`config.mk`:
```
export PLATFORM = sky130hd
export DESIGN_NAME = adsr_envelope
export DESIGN_NICKNAME = d
export VERILOG_FILES = /design/src/rtl/adsr_envelope.sv
export SDC_FILE = /design/constraint.sdc
export NUM_CORES = 1
export LEC_CHECK = 0
export CELL_PAD_IN_SITES_DETAIL_PLACEMENT = 0
export CELL_PAD_IN_SITES_GLOBAL_PLACEMENT = 1
export CORE_MARGIN = 8
export CORE_UTILIZATION = 30
export DETAILED_ROUTE_END_ITERATION = 10
export GPL_TIMING_DRIVEN = 0
export PLACE_DENSITY = 0.69
export SLEW_MARGIN = 20
export SYNTH_ARGS = -nofsm -noshare
export SYNTH_HDL_FRONTEND = slang
export SYNTH_SLANG_ARGS = --single-unit
```
`constraint.sdc`:
```
create_clock -name clk -period 2.85 [get_ports clk]
set_clock_uncertainty 0.1 [all_clocks]
set_input_delay 0.285 -clock clk [delete_from_list [all_inputs] [get_ports clk]]
set_output_delay 0.285 -clock clk [all_outputs]
set_load 0.02 [all_outputs]
```
`src/rtl/adsr_envelope.sv`:
```
// Four-phase ADSR amplitude envelope; all state/volume updates happen on prescaler ticks.
// Gate rising edges are latched between ticks so sub-tick pulses still trigger an attack.
module adsr_envelope #(
  parameter int VOL_BITS      = 8,
  parameter int RATE_BITS     = 8,
  parameter int PRESCALE_BITS = 8
) (
  input  logic                 clk,
  input  logic                 rst,
  input  logic                 gate,
  input  logic [RATE_BITS-1:0] attack,
  input  logic [RATE_BITS-1:0] decay,
  input  logic [VOL_BITS-1:0]  sustain,
  input  logic [RATE_BITS-1:0] rel,
  output logic [VOL_BITS-1:0]  volume,
  output logic [2:0]           state,
  output logic                 active
);

  typedef enum logic [2:0] {
    S_IDLE    = 3'd0,
    S_ATTACK  = 3'd1,
    S_DECAY   = 3'd2,
    S_SUSTAIN = 3'd3,
    S_RELEASE = 3'd4
  } state_t;

  localparam logic [VOL_BITS-1:0] VMAX = '1;
  localparam logic [VOL_BITS-1:0] ONE  = {{(VOL_BITS-1){1'b0}}, 1'b1};

  state_t                 st;
  logic [PRESCALE_BITS-1:0] presc;
  logic                   tick;
  logic                   gate_q;
  logic                   trig_pend;
  logic [RATE_BITS-1:0]   acc;
  logic [RATE_BITS-1:0]   rate;
  logic [RATE_BITS:0]     sum;
  logic                   step;

  assign state = st;
  assign tick  = &presc;

  always_comb begin
    rate = '0;
    case (st)
      S_ATTACK:  rate = attack;
      S_DECAY:   rate = decay;
      S_RELEASE: rate = rel;
      default:   rate = '0;
    endcase
  end

  assign sum  = {1'b0, acc} + {1'b0, rate};
  assign step = sum[RATE_BITS];

  // An edge landing on the tick cycle is consumed by that tick rather than held.
  always_ff @(posedge clk or posedge rst) begin
    if (rst) begin
      presc     <= '0;
      gate_q    <= 1'b0;
      trig_pend <= 1'b0;
    end else begin
      presc  <= presc + 1'b1;
      gate_q <= gate;
      if (tick)
        trig_pend <= 1'b0;
      else if (gate && !gate_q)
        trig_pend <= 1'b1;
    end
  end

  always_ff @(posedge clk or posedge rst) begin
    if (rst) begin
      st     <= S_IDLE;
      volume <= '0;
      active <= 1'b0;
      acc    <= '0;
    end else if (tick) begin
      case (st)
        S_IDLE: begin
          volume <= '0;
          if (gate || trig_pend) begin
            st     <= S_ATTACK;
            active <= 1'b1;
            acc    <= '0;
          end
        end
        S_ATTACK: begin
          if (!gate) begin
            st  <= S_RELEASE;
            acc <= '0;
          end else if (volume == VMAX) begin
            st  <= S_DECAY;
            acc <= '0;
          end else begin
            acc <= sum[RATE_BITS-1:0];
            if (step)
              volume <= volume + ONE;
          end
        end
        S_DECAY: begin
          if (!gate) begin
            st  <= S_RELEASE;
            acc <= '0;
          end else if (trig_pend) begin
            st  <= S_ATTACK;
            acc <= '0;
          end else if (volume <= sustain) begin
            st  <= S_SUSTAIN;
            acc <= '0;
          end else begin
            acc <= sum[RATE_BITS-1:0];
            if (step)
              volume <= (volume - ONE < sustain) ? sustain : volume - ONE;
          end
        end
        S_SUSTAIN: begin
          // Slew one LSB per tick toward the live sustain level to avoid clicks.
          if (!gate) begin
            st  <= S_RELEASE;
            acc <= '0;
          end else if (trig_pend) begin
            st  <= S_ATTACK;
            acc <= '0;
          end else if (volume < sustain) begin
            volume <= volume + ONE;
          end else if (volume > sustain) begin
            volume <= volume - ONE;
          end
        end
        S_RELEASE: begin
          if (gate || trig_pend) begin
            st  <= S_ATTACK;
            acc <= '0;
          end else if (volume == '0) begin
            st     <= S_IDLE;
            active <= 1'b0;
            acc    <= '0;
          end else begin
            acc <= sum[RATE_BITS-1:0];
            if (step)
              volume <= volume - ONE;
          end
        end
        default: begin
          st     <= S_IDLE;
          volume <= '0;
          active <= 1'b0;
          acc    <= '0;
        end
      endcase
    end
  end

endmodule

```
==> impl_metrics.json, run 1 <==
{
  "coreArea_mm2": 0.00872,
  "numPortBuffers": 46,
  "yosysUniqueCellTypes": 48,
  "cap_violations": 0,
  "drt_iter0_drc": 84,
  "cts_tree": "built",
  "crit_fanout": 5,
  "p_leak_uw": 0.00159,
  "synth-seq-cells": 30,
  "drv_slew": 0,
  "numCtsBuffers": 5,
  "synth_compound_area_share_pct": 23.1,
  "n_antenna_cell": 0,
  "grt_pass1_wl_mm": 12.8,
  "dieArea_mm2": 0.0123,
  "clkLatencyLatePin_ns": 0.30,
  "routed_via_density": 5.16,
  "relSlewSlack_pct": 45.6,
  "fillCellCount": 871,
  "fmax_mhz": 339,
  "h-tree-depth": 2,
  "die_w_um": 111,
  "synth.net_count": 378,
  "io_pins": 47,
  "synth_xor_area_share_pct": 7.15,
  "crit_path_end_kind": "register",
  "cts_root_buf": "clkbuf_8",
  "max-vdd-ir-drop_mv": 0.121,
  "cts_hold_buffers": 0,
  "die_h_um": 111,
  "final_cells": 495,
  "synthArstFlopShare_pct": 100,
  "cp-start-kind": "register",
  "yosysSeqAreaShare_pct": 27.8,
  "synth_edf_count": 0,
  "rows": 34,
  "final.period_utilization_pct": 103,
  "synth_top_family_by_area": "compound AO/OA/AOI/OAI gates",
  "power.density_mw_per_mm2": 254,
  "antenna_found_initial": 0,
  "grt_overflow": 0,
  "finalHoldViolCount": 0,
  "tightest_slew_ns": 0.815,
  "area_growth_pct": 38.8,
  "cts.reportedPaths.clkPinSlew_ns": 0.07,
  "drc": 0,
  "grt_usage_pct": 12.5,
  "dp_cells": 468,
  "grt_start_max_net_pins": 31,
  "syn_area_per_cell_um2": 8.59,
  "syn_inst": 314,
  "status": "complete, but fails checks",
  "place_hpwl_mm": 5.82,
  "yosys.area_share.simple_pct": 19.6,
  "min_period_ns": 2.95,
  "route.vias.total": 2554,
  "clock-sinks": 30,
  "drtPass1Iterations": 4,
  "start_util_pct": 30.9,
  "gp_congestion": 0.831,
  "cp.required_ns": 2.96,
  "synth-adder-area-share_pct": 13.7,
  "fin_nets": 450,
  "fin_util_pct": 42.9,
  "synth_warnings": 0,
  "violations": "negative setup slack",
  "routedWlPerCell_um": 16.1,
  "drive_gt1_share_pct": 21.4,
  "finalSetupViolations": 8,
  "syn_area_mm2": 0.00270,
  "ys.flop_type": "dfrtp_1",
  "wl_mm": 7.97,
  "drtAntennaViolNets": 0,
  "hp-class": "input port to async pin",
  "worst_slack_ns": -0.0991,
  "rsz0062_at_grt": "yes",
  "clockBufferDepth": 2,
  "synth.mux.area_fraction_pct": 3.43,
  "grt_pass1_vias": 2498,
  "arrival_ns": 3.06,
  "crit_type": "register to register"
}
==> worst max-delay path: stages (launching register included) <==
cell      delay, ns
dfrtp_2        0.46
buf_6          0.14
nand2b_4       0.14
nor2_4         0.12
nand2_1        0.07
o21ai_1        0.08
ha_2           0.20
inv_2          0.04
fa_2           0.35
nor2b_2        0.13
o21ai_2        0.07
a21oi_2        0.16
o31a_1         0.24
o2111a_1       0.21
buf_6          0.15
mux2i_1        0.19
==> metrics by stage <==
stage / cell area (um^2) / total power (uW) / setup slack, ns / setup TNS (ns) / hold WS [ns]
floorplan: 2750 / 502 / -0.0102 / -0.0345 / 0.216
global placement: 3350 / 568 / -0.748 / -6.51 / 0.325
detailed placement: 3350 / 570 / -0.677 / -6.29 / 0.334
CTS: 3660 / 961 / -0.136 / -0.822 / 0.344
global route: 3740 / 994 / -0.253 / -1.89 / 0.364
finish: 3740 / 950 / -0.0991 / -0.560 / 0.310
==> state kept, by name, summed over array words and instances (netlist names) <==
register and count:
state 3, gate_q 1, active 1, acc 8
presc 8, trig_pend 1, volume 8
==> layer usage <==
| metal | vias to the layer above | wire length (um) | part of all wire [%] | track usage (%) |
|---|---|---|---|---|
| li1 | 1290 | - | - | - |
| met3 | 6 | 258 | 3.2 | 2.00 |
| met4 | 0 | 99 | 1.2 | 3.78 |
| met2 | 47 | 3770 | 47 | 20.2 |
| met1 | 1211 | 3850 | 48 | 16.6 |
| met5 | - | 0 | 0 | 0 |
==> cell type report <==
type / instances / area [um^2] / share of cell area (%)
multi-input combinational: 251 / 1980 / 52.9
sequential: 30 / 758 / 20.3
tap: 108 / 135 / 3.61
clock buffer: 6 / 82.6 / 2.21
buffer: 9 / 70.1 / 1.87
clock inverter: 2 / 12.5 / 0.334
timing repair buffer: 67 / 618 / 16.5
inverter: 22 / 85.1 / 2.27
==> what timing repair did <==
item,CTS,global route
pin swaps,13,10
buffers inserted,16,5
endpoints found under the hold margin,0,0
endpoints found under the setup margin,12,12
gates resized for setup,26,15
==> cell usage in the layout (no fill, tap or decap), drive strengths merged, types with 3 or more instances in the layout <==
cell,n
nand2b,8
clkdlybuf4s50,46
nand3,8
clkbuf,10
nand4,6
and3,5
nor4,5
a22oi,9
and2,4
inv,22
a222oi,4
ha,28
a21oi,23
nor3,9
o21ai,20
dfrtp,30
mux2i,7
o21a,3
nand2,24
xor2,5
xnor2,17
nor2b,7
a22o,7
nor2,23
buf,26
==> logic make-up (layout without fill, tap and decap cells) <==
family | after synthesis | after routing
adder cells (fa/ha/maj) | 29 | 29
buffers and inverters | 33 | 106
multiplexers | 9 | 9
flip-flops | 30 | 30
AO/OA/AOI/OAI | 86 | 86
AND/OR/NAND/NOR | 105 | 105
XOR/XNOR | 22 | 22
==> where the power goes <==
group | internal [uW] | total, uW | switching, uW
Clock | 194 | 381 | 187
Sequential | 426 | 426 | 0.150
Combinational | 77.7 | 143 | 65.3
Total | 698 | 950 | 252
==> synthesized netlist by cell type (3+ instances only) <==
cell	n	area share (%)
a222oi_1	4	1.5
and2_1	4	0.93
o21ai_0	20	3.7
nand2_1	24	3.3
a22oi_1	9	2.5
a21oi_1	23	4.3
and3_1	5	1.2
nand3_1	8	1.5
ha_1	28	13
mux2i_1	7	2.6
xnor2_1	17	5.5
nor2_1	23	3.2
nor3_1	8	1.5
buf_2	6	1.1
dfrtp_1	30	28
a22o_1	7	2.3
nor2b_1	7	1.6
nand4_1	6	1.4
nand2b_1	8	1.9
nor4_1	5	1.2
inv_1	22	3.1
clkbuf_1	4	0.56
o21a_1	3	0.84
xor2_1	5	1.6
==> worst paths after layout <==
kind	startpoint	end	slack, ns	cells after the start
max in group asynchronous	rst	volume[2]$_DFFE_PP0P_	1.86	2
setup reg to reg	state[2]$_DFFE_PP0P_	volume[0]$_DFFE_PP0P_	-0.1	15
hold reg to reg	presc[0]$_DFF_PP0_	presc[0]$_DFF_PP0_	0.34	1
hold / removal	rst	presc[7]$_DFF_PP0_	0.31	2
setup / recovery	state[2]$_DFFE_PP0P_	volume[0]$_DFFE_PP0P_	-0.1	15
min in group clk	presc[0]$_DFF_PP0_	presc[0]$_DFF_PP0_	0.34	1
No activity file was read; power rests on OpenSTA's default activity.
==> run 2, diff against run 1 <==
--- a/config.mk
+++ b/config.mk
@@ -5,6 +5,7 @@
 export SDC_FILE = /design/constraint.sdc
 export NUM_CORES = 1
 export LEC_CHECK = 0
+export CAP_MARGIN = 15
 export CELL_PAD_IN_SITES_DETAIL_PLACEMENT = 0
 export CELL_PAD_IN_SITES_GLOBAL_PLACEMENT = 1
 export CORE_MARGIN = 8
@@ -12,6 +13,7 @@
 export DETAILED_ROUTE_END_ITERATION = 10
 export GPL_TIMING_DRIVEN = 0
 export PLACE_DENSITY = 0.69
+export RECOVER_POWER = 25
 export SLEW_MARGIN = 20
 export SYNTH_ARGS = -nofsm -noshare
 export SYNTH_HDL_FRONTEND = slang
==> impl_metrics.json, run 2 (synthesis results as in run 1) <==
{
  "die_h_um": 111,
  "path_cells": "buf_6 > nand2b_4 > nor2_4 > nand2_1 > o21ai_1 > ha_2 > inv_2 > fa_2 > nor2b_2 > o21ai_2 > a21oi_2 > o31a_1 > o2111a_1 > buf_6 > mux2i_1",
  "swShare_pct": 26.7,
  "max-vdd-ir-drop_mv": 0.121,
  "arrival_ns": 3.06,
  "dp_cells": 468,
  "coreArea_mm2": 0.00872,
  "crit_path_end_kind": "register",
  "clock-sinks": 30,
  "dpl_worst_slack_ns": -0.677,
  "cap_violations": 0,
  "wl_met3_um": 226,
  "power.density_mw_per_mm2": 254,
  "p_sw_uw": 254,
  "drtPass1Iterations": 5,
  "relSlewSlack_pct": 19.4,
  "rsz0062_at_grt": "yes",
  "cp_slowest_cell": "dfrtp_2",
  "fin_nets": 450,
  "worst-path-buf-inv": 3,
  "grt_overflow": 0,
  "crit_top_cell": "buf_6",
  "area_growth_pct": 38.8,
  "place_hpwl_mm": 5.82,
  "routed_via_density": 5.18,
  "mostFrequentLayoutCell": "clkdlybuf4s50_1",
  "seq_power_share_pct": 44.8,
  "fillCellCount": 871,
  "p_leak_uw": 0.00159,
  "rows": 34,
  "io_pins": 47,
  "start_util_pct": 30.9,
  "drive_gt1_share_pct": 21.2,
  "min_period_ns": 2.95,
  "numPortBuffers": 46,
  "p_clk_share_pct": 40.2,
  "cts_root_buf": "clkbuf_8",
  "cp-start-kind": "register",
  "hp-class": "register to register",
  "grt_pass1_vias": 2498,
  "crit_type": "register to register",
  "power_frac_comb_pct": 15.0,
  "final.period_utilization_pct": 104,
  "layout_common_cells": "clkdlybuf4s50_1, ha_1, dfrtp_1, nand2_1, nor2_1",
  "crit_fanout": 5,
  "drc": 0,
  "grt_start_max_net_pins": 31,
  "grt_usage_pct": 12.5,
  "cts_tree": "built",
  "drtAntennaViolNets": 0,
  "gp_congestion": 0.831,
  "clockBufferDepth": 2,
  "n_antenna_cell": 0,
  "dieArea_mm2": 0.0123,
  "fmax_mhz": 339,
  "antenna_found_initial": 0,
  "crit_family": "compound AO/OA/AOI/OAI gates",
  "final_cells": 495,
  "tightest_slew_ns": 1.21,
  "highest-signal-layer": "met4",
  "status": "complete, but fails checks",
  "finalHoldViolCount": 0,
  "wl_mm": 7.98,
  "grt_pass1_wl_mm": 12.8,
  "violations": "negative setup slack",
  "route.vias.total": 2563,
  "drv_slew": 0,
  "reg_top3": "acc: 8 flops, presc: 8 flops, volume: 8 flops",
  "die_w_um": 111,
  "numCtsBuffers": 5,
  "h-tree-depth": 2,
  "p_int_uw": 697,
  "finalSetupViolations": 8,
  "cts.reportedPaths.clkPinSlew_ns": 0.07,
  "wl_met2_mm": 3.76,
  "drt_iter0_drc": 84,
  "worst_slack_ns": -0.103,
  "routedWlPerCell_um": 16.1,
  "critPathMaxStageDelay_ns": 0.46,
  "drt-met1-wl_mm": 3.90,
  "clkLatencyLatePin_ns": 0.30,
  "cp.required_ns": 2.96
}
## run 2: final timing paths
path / from / to / slack (ns) / cells after the start
setup / recovery: state[2]$_DFFE_PP0P_ / volume[0]$_DFFE_PP0P_ / -0.10 / 15
hold reg to reg: presc[0]$_DFF_PP0_ / presc[0]$_DFF_PP0_ / 0.34 / 1
min in group asynchronous: rst / state[1]$_DFFE_PP0P_ / 0.66 / 2
max in group asynchronous: rst / volume[1]$_DFFE_PP0P_ / 1.18 / 2
setup reg to reg: state[2]$_DFFE_PP0P_ / volume[0]$_DFFE_PP0P_ / -0.10 / 15
hold / removal: presc[0]$_DFF_PP0_ / presc[0]$_DFF_PP0_ / 0.34 / 1
## run 2: metal layers
layer	global-route usage, %	vias to the layer above
met4	3.78	0
li1	-	1290
met2	20.2	44
met1	16.6	1223
met5	0	-
met3	2.00	6
## run 2: layout make-up
class	instances	area [um^2]	share of cell area [%]
plain buffers	9	70.1	1.87
clock buffers	6	82.6	2.21
clock inverters	2	12.5	0.334
inverters	22	85.1	2.27
multi-input cells	251	1980	52.9
flip-flops and latches	30	758	20.3
well taps	108	135	3.61
repair buffers	67	618	16.5
## run 2: power groups by stage
stage	Sequential, uW	Clock [uW]	Combinational [uW]
after floorplan	435	0	67.7
after global placement	435	0	134
after detailed placement	435	0	136
after CTS	426	393	142
after global routing	426	408	159
final	426	383	142
## run 2: timing repair
action,4_1_cts,5_1_grt
endpoints found under the hold margin,0,0
gates resized for setup,26,15
hold buffers,0,0
pin swaps,13,10
gates cloned,0,0
endpoints found under the setup margin,12,12
buffers inserted,16,5
## run 2: per-stage QoR
| step | util, % | total power, uW | instance area (um^2) | setup TNS [ns] | hold slack, ns |
|---|---|---|---|---|---|
| final | 42.9 | 951 | 3740 | -0.604 | 0.343 |
| after global routing | 42.9 | 993 | 3740 | -1.89 | 0.377 |
| after CTS | 41.9 | 961 | 3660 | -0.822 | 0.344 |
| after detailed placement | 38.4 | 570 | 3350 | -6.29 | 0.334 |
| after global placement | 38.4 | 568 | 3350 | -6.51 | 0.325 |
| after floorplan | - | 502 | 2750 | -0.0345 | 0.216 |
==> RTL change, RTL diff (settings of run 1) <==
Change the parameter `VOL_BITS` from 8 to 7.
--- a/src/rtl/adsr_envelope.sv
+++ b/src/rtl/adsr_envelope.sv
@@ -2,5 +2,5 @@
 // Gate rising edges are latched between ticks so sub-tick pulses still trigger an attack.
 module adsr_envelope #(
-  parameter int VOL_BITS      = 8,
+  parameter int VOL_BITS      = 7,
   parameter int RATE_BITS     = 8,
   parameter int PRESCALE_BITS = 8
Ports: changed (resized sustain and volume); port bits go from 47 to 45. The function was not compared with the original's and may differ.
==> RTL change against run 1 <==
  * The run still ends with negative setup slack left
  * Sequential cell count down 1
  * Worst setup slack improved by 0.081 ns
  * Final cell count is 4.8% lower
  * Maximum frequency up 2.8%
  * Wire length decreased by 7.8%
  * Total power fell by 12%
  * Design area down 2.5%
  * Combinational power decreased by 40%
  * Area after synthesis fell by 7.3%
  * Critical endpoint is now volume[1]
==> RTL change: results (changes against run 1) <==
Global route
  • Largest net degree at the start of global routing: 30 (-3.2%)
  • Global-route wire length before repair: 12100 µm (-5.5%)
  • Vias in the first global route: 2441 (-2.3%)
  • GRT Total Usage: 12.8% (+0.31 points)
  • Antenna violations before repair: 0 (unchanged)

CTS
  • Clock Tree Buf Depth: 2 (unchanged)
  • Clock Latency Late Sink: 0.28 ns (-0.02 ns)
  • Clock root buffer master: clkbuf_8
  • Clock-pin slew on the worst setup and hold paths: 0.07 ns (about the same)
  • CTS H-tree depth: 2 (unchanged)
  • Num CTS Buffers: 5 (unchanged)

Place
  • Port Buf Inserts: 44 (-4.3%)
  • GP Congestion: 0.781 (-6.0%)
  • DP Wirelength: 5170 µm (-11%)
  • DP Cell Count: 435 (-7.1%)
  • DP Area: 0.00311 mm² (-7.2%)
  • Pre-CTS setup slack: -0.519 ns (+0.158 ns)

Routing
  • First DRT Iteration DRCs: 97 (+15%)
  • Post-DR wirelength/cell: 15.6 µm (-3.1%)
  • WL final: 7350 µm (-7.8%)
  • Vias: 2458 (-3.8%)
  • First drt pass iteration count: 4 (unchanged)

STA
  • Final setup viols: 4 (-4)
  • Worst slew margin: 55.0% (+9.3 points)
  • Final worst slack: -0.0179 ns (+0.0812 ns)
  • Setup TNS: -0.0507 ns (+0.509 ns)

Synthesis
  • Primary FF master, synth: dfrtp_1
  • Syn nets: 347 (-8.2%)
  • Synth area leaders: dfrtp_1 (29%), ha_1 (13%), xnor2_1 (4.6%)
  • Post-synth top cells: dfrtp_1 (29), ha_1 (26), nand2_1 (22)
  • Register area share after synthesis: 29.0% (+1.2 points)
  • EDFF count, synth: 0 (unchanged)
  • Synth warn: 0 (unchanged)
  • Netlist cell types: 54 (+13%)
  • Fraction of registers with async set/reset: 100% (unchanged)
  • Post-synthesis cell count: 286 (-8.9%)

Finish
  • Biggest regs: acc (8), presc (8), volume (7)
  • Layout Nets: 426 (-5.3%)
  • Number of diodes: 0 (unchanged)
  • Share of layout cells above drive strength 1: 27.0% (+5.6 points)
  • Fillers: 755 (-13%)

Worst setup path
  • Max FO, Critical Path: 8 (+3)
  • Worst EP arrival: 2.98 ns (-0.08 ns)

Power
  • LEAKAGE: 1.60 nW (+0.81%)
  • Worst vdd ir: 0.155 mV (+28%)

Outcome
  • Status: finished, violations left
  • Failing checks: negative setup slack

Worst hold path
  • HP Class: primary input to asynchronous set/reset pin
RTL change: cell types whose count changed after synthesis, moves of 5 or more:
cell / delta
a21oi_1: -6
mux2i_1: -7
nor2_1: -5
inv_1: -7
o21ai_1: +5
nand3_1: +5
nand2b_1: -6
RTL change: cell type report:
cell class	count	area (µm²)	area share [%]
tap	105	131	3.60
sequential	29	732	20.1
clock inverter	3	17.5	0.480
clock buffer	5	68.8	1.89
timing repair buffer	74	669	18.3
inverter	16	65.1	1.78
buffer	10	101	2.78
multi-input combinational	229	1860	51.1
RTL change: through the flow:
step	hold WS, ns	power, mW
after CTS	0.328	0.848
after detailed placement	0.366	0.502
after global routing	0.394	0.871
final	0.304	0.838
after floorplan	0.216	0.446
after global placement	0.363	0.501
RTL change: layer usage:
metal  up-vias  wire length (µm)  track usage, %
met2        43              3440            20.3
met5         -                 0               0
met1      1174              3550            17.1
met4         0                82            4.22
li1       1234                 -               -
met3         7               269            2.57
RTL change: cell families after synthesis:
family	Yosys count	synth area share, %
AND/OR/NAND/NOR	92	19.3
AO/OA/AOI/OAI	85	23.8
flip-flops	29	29.0
buffers and inverters	28	4.95
adder cells (fa/ha/maj)	27	13.8
XOR/XNOR	21	7.36
multiplexers	4	1.80
RTL change: path summary, 6_finish.rpt:
path | from | end | slack [ns] | depth (start not counted)
worst max-delay path | state[2] | volume[1] | -0.02 | 12
worst min-delay path | rst | volume[4] | 0.30 | 2
worst max register to register | state[2] | volume[1] | -0.02 | 12
worst min register to register | presc[0] | presc[0] | 0.38 | 1
max in group asynchronous | rst | state[0] | 1.90 | 2
min in group clk | presc[0] | presc[0] | 0.38 | 1
RTL change: report_power, final:
| part | switching [mW] | internal [mW] |
|---|---|---|
| Combinational | 0.0342 | 0.0513 |
| Sequential | 0.000147 | 0.412 |
| Clock | 0.172 | 0.168 |
RTL change: worst max-delay path, cell delays in order (launching register included):
cell	delay, ns
dfrtp_2	0.44
clkbuf_16	0.17
nor3_4	0.30
nand2_1	0.09
o21ai_1	0.09
ha_2	0.22
fa_2	0.24
a211oi_4	0.08
o21ai_1	0.17
a211oi_2	0.09
a2111o_1	0.36
or2_4	0.31
o21ai_1	0.13
RTL change: repair_timing:
item                                    CTS  global route
pin swaps                                18            13
setup buffers                            18            12
endpoints found under the setup margin   10            15
resized for setup                        40            28
